$ cat src/rtl/boot_loader_if.sv
// boot_loader_if: ROM read, RAM write and CPU-release signals between the boot loader and the SoC
interface boot_loader_if #(
   parameter int ROM_AW = 8,
   parameter int RAM_AW = 12
);
   logic [ROM_AW-1:0] rom_addr;
   logic [31:0]       rom_data;
   logic [RAM_AW-1:0] ram_addr;
   logic [63:0]       ram_wdata;
   logic              ram_we;
   logic              mem_owner;
   logic              cpu_run;
   logic              busy;
   logic [31:0]       checksum;
   logic              reload;
   modport master (
      input  rom_data, reload,
      output rom_addr, ram_addr, ram_wdata, ram_we, mem_owner, cpu_run, busy, checksum
   );
   modport slave (
      output rom_data, reload,
      input  rom_addr, ram_addr, ram_wdata, ram_we, mem_owner, cpu_run, busy, checksum
   );
endinterface

$ cat src/rtl/boot_loader.sv
// boot_loader: copies the ROM image into RAM at LOAD_BASE, then hands the RAM bus to the core and releases it
module boot_loader #(
   parameter int          ROM_AW    = 8,
   parameter int          RAM_AW    = 12,
   parameter int unsigned LOAD_BASE = 'h800,
   parameter int          LOAD_LEN  = 256
) (
   input logic           clk,
   input logic           rst_n,
   boot_loader_if.master bus
);
   typedef enum logic [1:0] {IDLE, RD, WR, DONE} state_t;
   localparam logic [ROM_AW-1:0] LAST = ROM_AW'(LOAD_LEN - 1);
   state_t            state_q, state_d;
   logic [ROM_AW-1:0] cnt_q, cnt_d;
   logic [ROM_AW-1:0] rom_addr_q, rom_addr_d;
   logic [RAM_AW-1:0] ram_addr_q, ram_addr_d;
   logic [31:0]       sum_q, sum_d;
   logic              we_q, own_q, busy_q;
   // Next state, word counter, running checksum and the address registers that follow the new state
   always_comb begin
      state_d = state_q;
      cnt_d   = cnt_q;
      sum_d   = sum_q;
      case (state_q)
         IDLE: state_d = RD;
         RD:   state_d = WR;
         WR: begin
            sum_d   = sum_q + bus.rom_data;
            state_d = (cnt_q == LAST) ? DONE : RD;
            cnt_d   = (cnt_q == LAST) ? cnt_q : cnt_q + 1'b1;
         end
         DONE: begin
            state_d = bus.reload ? RD : DONE;
            cnt_d   = bus.reload ? '0 : cnt_q;
            sum_d   = bus.reload ? '0 : sum_q;
         end
      endcase
      rom_addr_d = (state_d == RD) ? cnt_d : rom_addr_q;
      ram_addr_d = (state_d == WR) ? RAM_AW'(LOAD_BASE) + RAM_AW'(cnt_d) : ram_addr_q;
   end
   // State and registered outputs; reset aborts any copy in progress and returns the bus to the loader
   always_ff @(posedge clk or negedge rst_n) begin
      if (!rst_n) begin
         state_q    <= IDLE;
         cnt_q      <= '0;
         sum_q      <= '0;
         rom_addr_q <= '0;
         ram_addr_q <= '0;
         we_q       <= 1'b0;
         own_q      <= 1'b0;
         busy_q     <= 1'b0;
      end else begin
         state_q    <= state_d;
         cnt_q      <= cnt_d;
         sum_q      <= sum_d;
         rom_addr_q <= rom_addr_d;
         ram_addr_q <= ram_addr_d;
         we_q       <= state_d == WR;
         own_q      <= state_d == DONE;
         busy_q     <= state_d == RD || state_d == WR;
      end
   end
   assign bus.rom_addr  = rom_addr_q;
   assign bus.ram_addr  = ram_addr_q;
   assign bus.ram_wdata = we_q ? {32'b0, bus.rom_data} : '0;
   assign bus.ram_we    = we_q;
   assign bus.mem_owner = own_q;
   assign bus.cpu_run   = own_q;
   assign bus.busy      = busy_q;
   assign bus.checksum  = sum_q;
endmodule

$ cat src/flat_wrapper.sv
// flat-port wrapper written by rule: the top's interface ports become plain ports
module boot_loader_flat 
#(
   parameter int          ROM_AW    = 8,
   parameter int          RAM_AW    = 12,
   parameter int unsigned LOAD_BASE = 'h800,
   parameter int          LOAD_LEN  = 256
)
  (clk, rst_n, bus_rom_data, bus_reload, bus_rom_addr, bus_ram_addr, bus_ram_wdata, bus_ram_we, bus_mem_owner, bus_cpu_run, bus_busy, bus_checksum);
  boot_loader_if #(.ROM_AW(ROM_AW), .RAM_AW(RAM_AW)) bus_i ();
  input logic clk;
  input logic rst_n;
  input wire logic [$bits(bus_i.rom_data)-1:0] bus_rom_data;
  input wire logic [$bits(bus_i.reload)-1:0] bus_reload;
  output wire logic [$bits(bus_i.rom_addr)-1:0] bus_rom_addr;
  output wire logic [$bits(bus_i.ram_addr)-1:0] bus_ram_addr;
  output wire logic [$bits(bus_i.ram_wdata)-1:0] bus_ram_wdata;
  output wire logic [$bits(bus_i.ram_we)-1:0] bus_ram_we;
  output wire logic [$bits(bus_i.mem_owner)-1:0] bus_mem_owner;
  output wire logic [$bits(bus_i.cpu_run)-1:0] bus_cpu_run;
  output wire logic [$bits(bus_i.busy)-1:0] bus_busy;
  output wire logic [$bits(bus_i.checksum)-1:0] bus_checksum;
  assign bus_i.rom_data = bus_rom_data;
  assign bus_i.reload = bus_reload;
  assign bus_rom_addr = bus_i.rom_addr;
  assign bus_ram_addr = bus_i.ram_addr;
  assign bus_ram_wdata = bus_i.ram_wdata;
  assign bus_ram_we = bus_i.ram_we;
  assign bus_mem_owner = bus_i.mem_owner;
  assign bus_cpu_run = bus_i.cpu_run;
  assign bus_busy = bus_i.busy;
  assign bus_checksum = bus_i.checksum;
  boot_loader #(.ROM_AW(ROM_AW), .RAM_AW(RAM_AW), .LOAD_BASE(LOAD_BASE), .LOAD_LEN(LOAD_LEN)) u_core (.clk(clk), .rst_n(rst_n), .bus(bus_i));
endmodule
$ cat config.mk
export PLATFORM = sky130hd
export DESIGN_NAME = boot_loader_flat
export DESIGN_NICKNAME = d
export VERILOG_FILES = /design/src/rtl/boot_loader_if.sv /design/src/rtl/boot_loader.sv /design/src/flat_wrapper.sv
export SDC_FILE = /design/constraint.sdc
export NUM_CORES = 1
export LEC_CHECK = 0
export CAP_MARGIN = 30
export CORE_ASPECT_RATIO = 1.4
export CORE_MARGIN = 2
export CORE_UTILIZATION = 50
export CTS_CLUSTER_DIAMETER = 80
export DETAILED_ROUTE_END_ITERATION = 16
export PLACE_DENSITY_LB_ADDON = 0.25
export SETUP_SLACK_MARGIN = 0.2
export SYNTH_ARGS = -nofsm -noshare
export SYNTH_HDL_FRONTEND = slang
export SYNTH_SLANG_ARGS = --single-unit
$ cat constraint.sdc
create_clock -name clk -period 4.34 [get_ports clk]
set_input_delay 0.868 -clock clk [delete_from_list [all_inputs] [get_ports clk]]
set_output_delay 0.868 -clock clk [all_outputs]
set_load 0.005 [all_outputs]
### Word level (Yosys, flattened, before mapping)

Index checks and enable logic that the tools add are counted.

| operators by class | value |
|---|---|
| add/subtract/negate cells | 3 |
| equal/unequal tests | 8 |
| reduce and logical (&&, ||, !) cells | 4 |
| multiplexer cells | 9 |

Operators with widths:

| cell | number |
|---|---|
| 32-bit 2-to-1 mux | 2 |
| 32-bit case mux with 2 select lines | 1 |
| 32-bit adder | 1 |
| 8-bit 2-to-1 mux | 2 |
| 8-bit case mux with 2 select lines | 1 |
| 12-bit by 8-bit adder with 12-bit output, first input constant | 1 |
| 8-bit by 1-bit adder with 8-bit output, second input constant | 1 |
| 2-bit equality test, second input constant | 4 |
| 8-bit equality test, second input constant | 1 |
| 2-bit case mux with 4 select lines | 1 |
| 2-bit by 1-bit equality test with 1-bit output, second input constant | 2 |
| 2-bit 2-to-1 mux | 2 |
| 2-bit logical NOT | 1 |
| 2-bit inequality test, second input constant | 1 |
| 2-bit AND reduction | 1 |
| 2-bit nonzero test | 1 |
| 1-bit logical OR | 1 |

| storage, ports and cells | value |
|---|---|
| word-level logic and storage cells | 32 |
| register bits after elaboration | 65 |
| bits of input ports | 35 |
| output and inout bits | 120 |

### Depth between registers and ports, before layout

| logic depth | value |
|---|---|
| depth in word-level cells | 5 |
| gate-level depth with buffers | 12 |
| mapped depth without buffers | 12 |

### Worst setup path after synthesis

OpenSTA, ideal clock, no wires.

| timing path | value |
|---|---|
| path kind | input port to flip-flop |
| from | input port bus_rom_data[0] |
| to | register u_core.sum_q[28], in the netlist u_core.bus.checksum[28] |
| path buffers | 0 |
| library setup time | 0.069 ns |
| slack | 1.194 ns |
| required time | 4.271 ns |
| stages on the path | 12 |
| arrival | 3.077 ns |
| path through | ha_1 > inv_1 > fa_1 > nor2b_1 > o21ai_1 > a21o_1 > a21oi_1 > o21ai_1 > a311oi_2 > a21oi_1 > or4_1 > nand3_1 |

| between the ends | value |
|---|---|
| word-level cells in the longest chain between the ends | 2 |

RTL lines:

| element | RTL line | source |
|---|---|---|
| start: declaration | flat_wrapper.sv:13 | `input wire logic [$bits(bus_i.rom_data)-1:0] bus_rom_data;` |
| 32-bit adder | boot_loader.sv:29 | `sum_d = sum_q + bus.rom_data;` |
| 32-bit case mux with 2 select lines | boot_loader.sv:25 | `case (state_q)` |
| end signal: assignment | boot_loader.sv:56 | `sum_q <= sum_d;` |
| end: declaration | boot_loader.sv:18 | `logic [31:0] sum_q, sum_d;` |

No other way between the ends.
A chain may end at the register's enable or synchronous reset.

### Final worst setup path

Ends and elaborated chain as after synthesis.

==> results by group <==
Job
  • Max_cap viols: 0

Routing
  • Final WL: ~11000 um
  • DRT Pass-1 Iters: 4
  • Initial DRC count: between 150 and 200
  • Routed len/inst: 15.1 um
  • Via count: around 4000
  • Via density: between 5 and 6
  • Drt drc: 0
  • Post-DRT Antenna Nets: 0

Timing
  • Fin. max-slew vios: 0
  • Crit share post-route: ~85%
  • RSZ-0062 raised after global routing: no
  • Endpoints failing hold: 0
  • Relative slew slack: 35.6%
  • Setup-failing EPs final: 0
  • Minimum clock period: between 3 and 4 ns
  • Worst-margin pin slew: a little under 1 ns
  • Achievable clock frequency: 0.271 GHz
  • Setup_tns: 0 ns
  • Clk_skew: between 0.006 and 0.007 ns

Die
  • Die Wd: roughly 83 um
  • Core area: 8560 um^2
  • Initial Util: roughly half
  • DIE HEIGHT: 115 um
  • Die area: between 9000 and 10000 um^2
  • Rows: 40
  • I/O pin total: between 150 and 200

Cells and area
  • Most frequent cells in the layout: 118 x clkdlybuf4s50_1, 62 x dfrtp_1, 54 x nand2_1, 41 x o21ai_0, 41 x a21oi_1
  • Final net count: a little under 700
  • Seq. cell area: 1550 um^2
  • Layout area overhead: 33.3%
  • Fill count: 707
  • Layout cell share with drive strength beyond 1: 5.97%
  • Multi-input gate area: between 2000 and 3000 um^2
  • Final Util: roughly 68%
  • Most common cell after layout, fill and taps aside: clkdlybuf4s50_1
  • Ant. Diodes: 0

Synth
  • Post-synth top area cell: dfrtp_1
  • Post-synth EDFFs: 0
  • Top-area cell type share of the netlist area: about a third
  • Yosys Warn Count: 0
  • Mapped Cells: around 500
  • Top area cells in the synthesized netlist: dfrtp_1 35%, ha_1 9.1%, buf_4 6.2%
  • Distinct cells, synth: 55
  • Most used DFF post-synth: dfrtp_1
  • Syn Std Cell Area: ~4400 um^2
  • Yosys reg bits: 62
  • Sequential area share after synthesis: 35.3%
  • Async S/R FF share, synth: 100%
  • Syn avg cell area: 8.77 um^2

Global route
  • Total grt overflow: 0
  • First-pass GRT wire length: roughly 18000 um
  • Initial antenna violation count: 0
  • Largest net degree at the start of global routing: 42
  • Vias in the first global route: a little under 4000
  • Gr usage total: between 20% and 30%

CTS
  • Clk_lat worst skew: 0.33 ns
  • Root Driver: clkbuf_16
  • Num CTS Buffers: 9
  • TritonCTS clock tree: done
  • Worst-path clk slew: 0.05 ns
  • CTS Buffer Depth: 2
  • Clk sinks: between 60 and 70
  • H-tree lvl count: 3
  • Post-CTS Setup Bufs: 0
  • Post-cts resize count: 0
  • Hold buffer count at cts: 0

Run status
  • Outcome: finished, final reports clean

Pwr
  • Clock power share: 21.3%
  • Sw Pwr: between 1 and 1.5 mW
  • PD cells: a little under 600 nW/um^2
  • Total power: 3.38 mW
  • Comb pwr share: 53.1%
  • Reg power frac: between 20% and 30%
  • Pleak: around 2.6 nW
  • P_int: around 2.1 mW
  • Max VDD drop: slightly above 0.3 mV
  • Sw Ratio: about two fifths

Worst setup path
  • Worst Path Max Fanout: 5
  • RR Endpoint: u_core.bus.checksum[28]
  • CP Capture Type: flop
  • R2R cell count: 12
  • Critical path startpoint category: primary input
  • WP data arrival: 3.95 ns
  • Worst EP required: around 4.6 ns
  • Worst R2R Start: u_core.bus.checksum[0]
  • WS Path Type: primary input to flop
  • Reg2Reg Setup Slack: roughly 1.3 ns

Hold path
  • Hold WC Path Type: flop to flop
  • Worst hold path startpoint: u_core.bus.ram_addr[1]
  • Cell count of the worst hold path: 2
  • Hold EP: u_core.bus.ram_addr[1]

Placed design
  • Routability cong.: around 0.9
  • Hpwl dp: just over 8000 um
  • Buffers added on ports: around 120
## kinds of logic (layout without fill, tap and decap cells)
| logic type | Yosys count | after routing | share of synthesized area, % |
|---|---|---|---|
| xor+xnor | 25 | 25 | 4.98 |
| flops | 62 | 62 | 35.3 |
| buf+inv | 73 | 158 | 9.31 |
| simple gates | 151 | 151 | 17.1 |
| other cells | 1 | 35 | 0.0853 |
| mux | 8 | 8 | 2.02 |
| compound gates | 148 | 148 | 21.7 |
| fa+ha+maj | 33 | 33 | 9.57 |
## power by group through the flow
stage / clock (mW) / combinational [mW] / sequential, mW
finish: 0.721 / 1.79 / 0.866
global route: 0.756 / 1.99 / 0.887
CTS: 0.729 / 1.79 / 0.866
detailed placement: 0 / 1.77 / 0.876
global placement: 0 / 1.73 / 0.867
floorplan: 0 / 1.18 / 0.868
## critical path, cell delays in order
cell,delay (ns)
clkdlybuf4s50_1,0.49
ha_1,0.17
inv_1,0.05
fa_1,0.39
nor2b_1,0.13
o21ai_1,0.09
a21o_1,0.21
a21oi_1,0.26
o21ai_1,0.15
a311oi_2,0.43
a21oi_1,0.20
or4_1,0.42
nand3_1,0.09
## stage by stage
stage | worst slack [ns] | area (um^2) | hold WS, ns | cells
final | 0.655 | 5860 | 0.485 | 725
after global routing | 0.414 | 5860 | 0.504 | 725
after CTS | 0.677 | 5830 | 0.490 | 724
after detailed placement | 0.381 | 5530 | 0.474 | 708
after global placement | 0.440 | 5520 | 0.455 | 707
after floorplan | 1.19 | 4520 | 0.459 | 535
## Yosys cell counts (5+ instances only)
| master | n |
|---|---|
| o21ai_0 | 41 |
| xor2_1 | 12 |
| nor3_1 | 6 |
| mux2_2 | 7 |
| and2_1 | 33 |
| buf_4 | 36 |
| nor2_1 | 18 |
| dfrtp_1 | 62 |
| nand4_1 | 5 |
| nand3_1 | 12 |
| nor2b_1 | 5 |
| clkbuf_1 | 18 |
| nand2b_1 | 7 |
| ha_1 | 32 |
| nand2_1 | 54 |
| inv_1 | 18 |
| a21oi_1 | 41 |
| a21o_1 | 15 |
| xnor2_1 | 13 |
| a31oi_1 | 7 |
## final cells by class
class / instances / area share, %
Multi-Input combinational cell: 400 / 43.7
Clock inverter: 6 / 1.05
Sequential cell: 62 / 26.5
Timing Repair Buffer: 124 / 21.2
Inverter: 18 / 1.15
Clock buffer: 10 / 4.08
Tap cell: 105 / 2.24
## worst max-delay path by stage
stage	end	from	slack, ns
3_5_place_dp	u_core.bus.checksum[28]	bus_rom_data[0]	0.38
2_1_floorplan	u_core.bus.checksum[28]	bus_rom_data[0]	1.19
3_3_place_gp	u_core.bus.checksum[28]	bus_rom_data[0]	0.44
4_1_cts	u_core.bus.checksum[28]	bus_rom_data[0]	0.68
5_1_grt	u_core.bus.checksum[28]	bus_rom_data[0]	0.41
6_report	u_core.bus.checksum[28]	bus_rom_data[0]	0.66
## routing by layer
| metal | part of all wire (%) | wire [um] | vias up | track usage, % |
|---|---|---|---|---|
| li1 | - | - | 1933 | - |
| met1 | 40 | 4370 | 1920 | 26.0 |
| met2 | 53 | 5860 | 134 | 42.6 |
| met3 | 5.3 | 580 | 15 | 5.24 |
| met4 | 1.5 | 170 | 0 | 9.29 |
| met5 | 0 | 0 | - | 0 |
## registers in the layout (all words and copies together), names as in the netlist
name / flops
u_core.cnt_q: 8
u_core.state_q: 2
u_core.bus.ram_we: 1
u_core.bus.checksum: 32
u_core.bus.busy: 1
u_core.bus.cpu_run: 1
u_core.bus.ram_addr: 9
u_core.bus.rom_addr: 8
(Power assumes the default switching activity.)
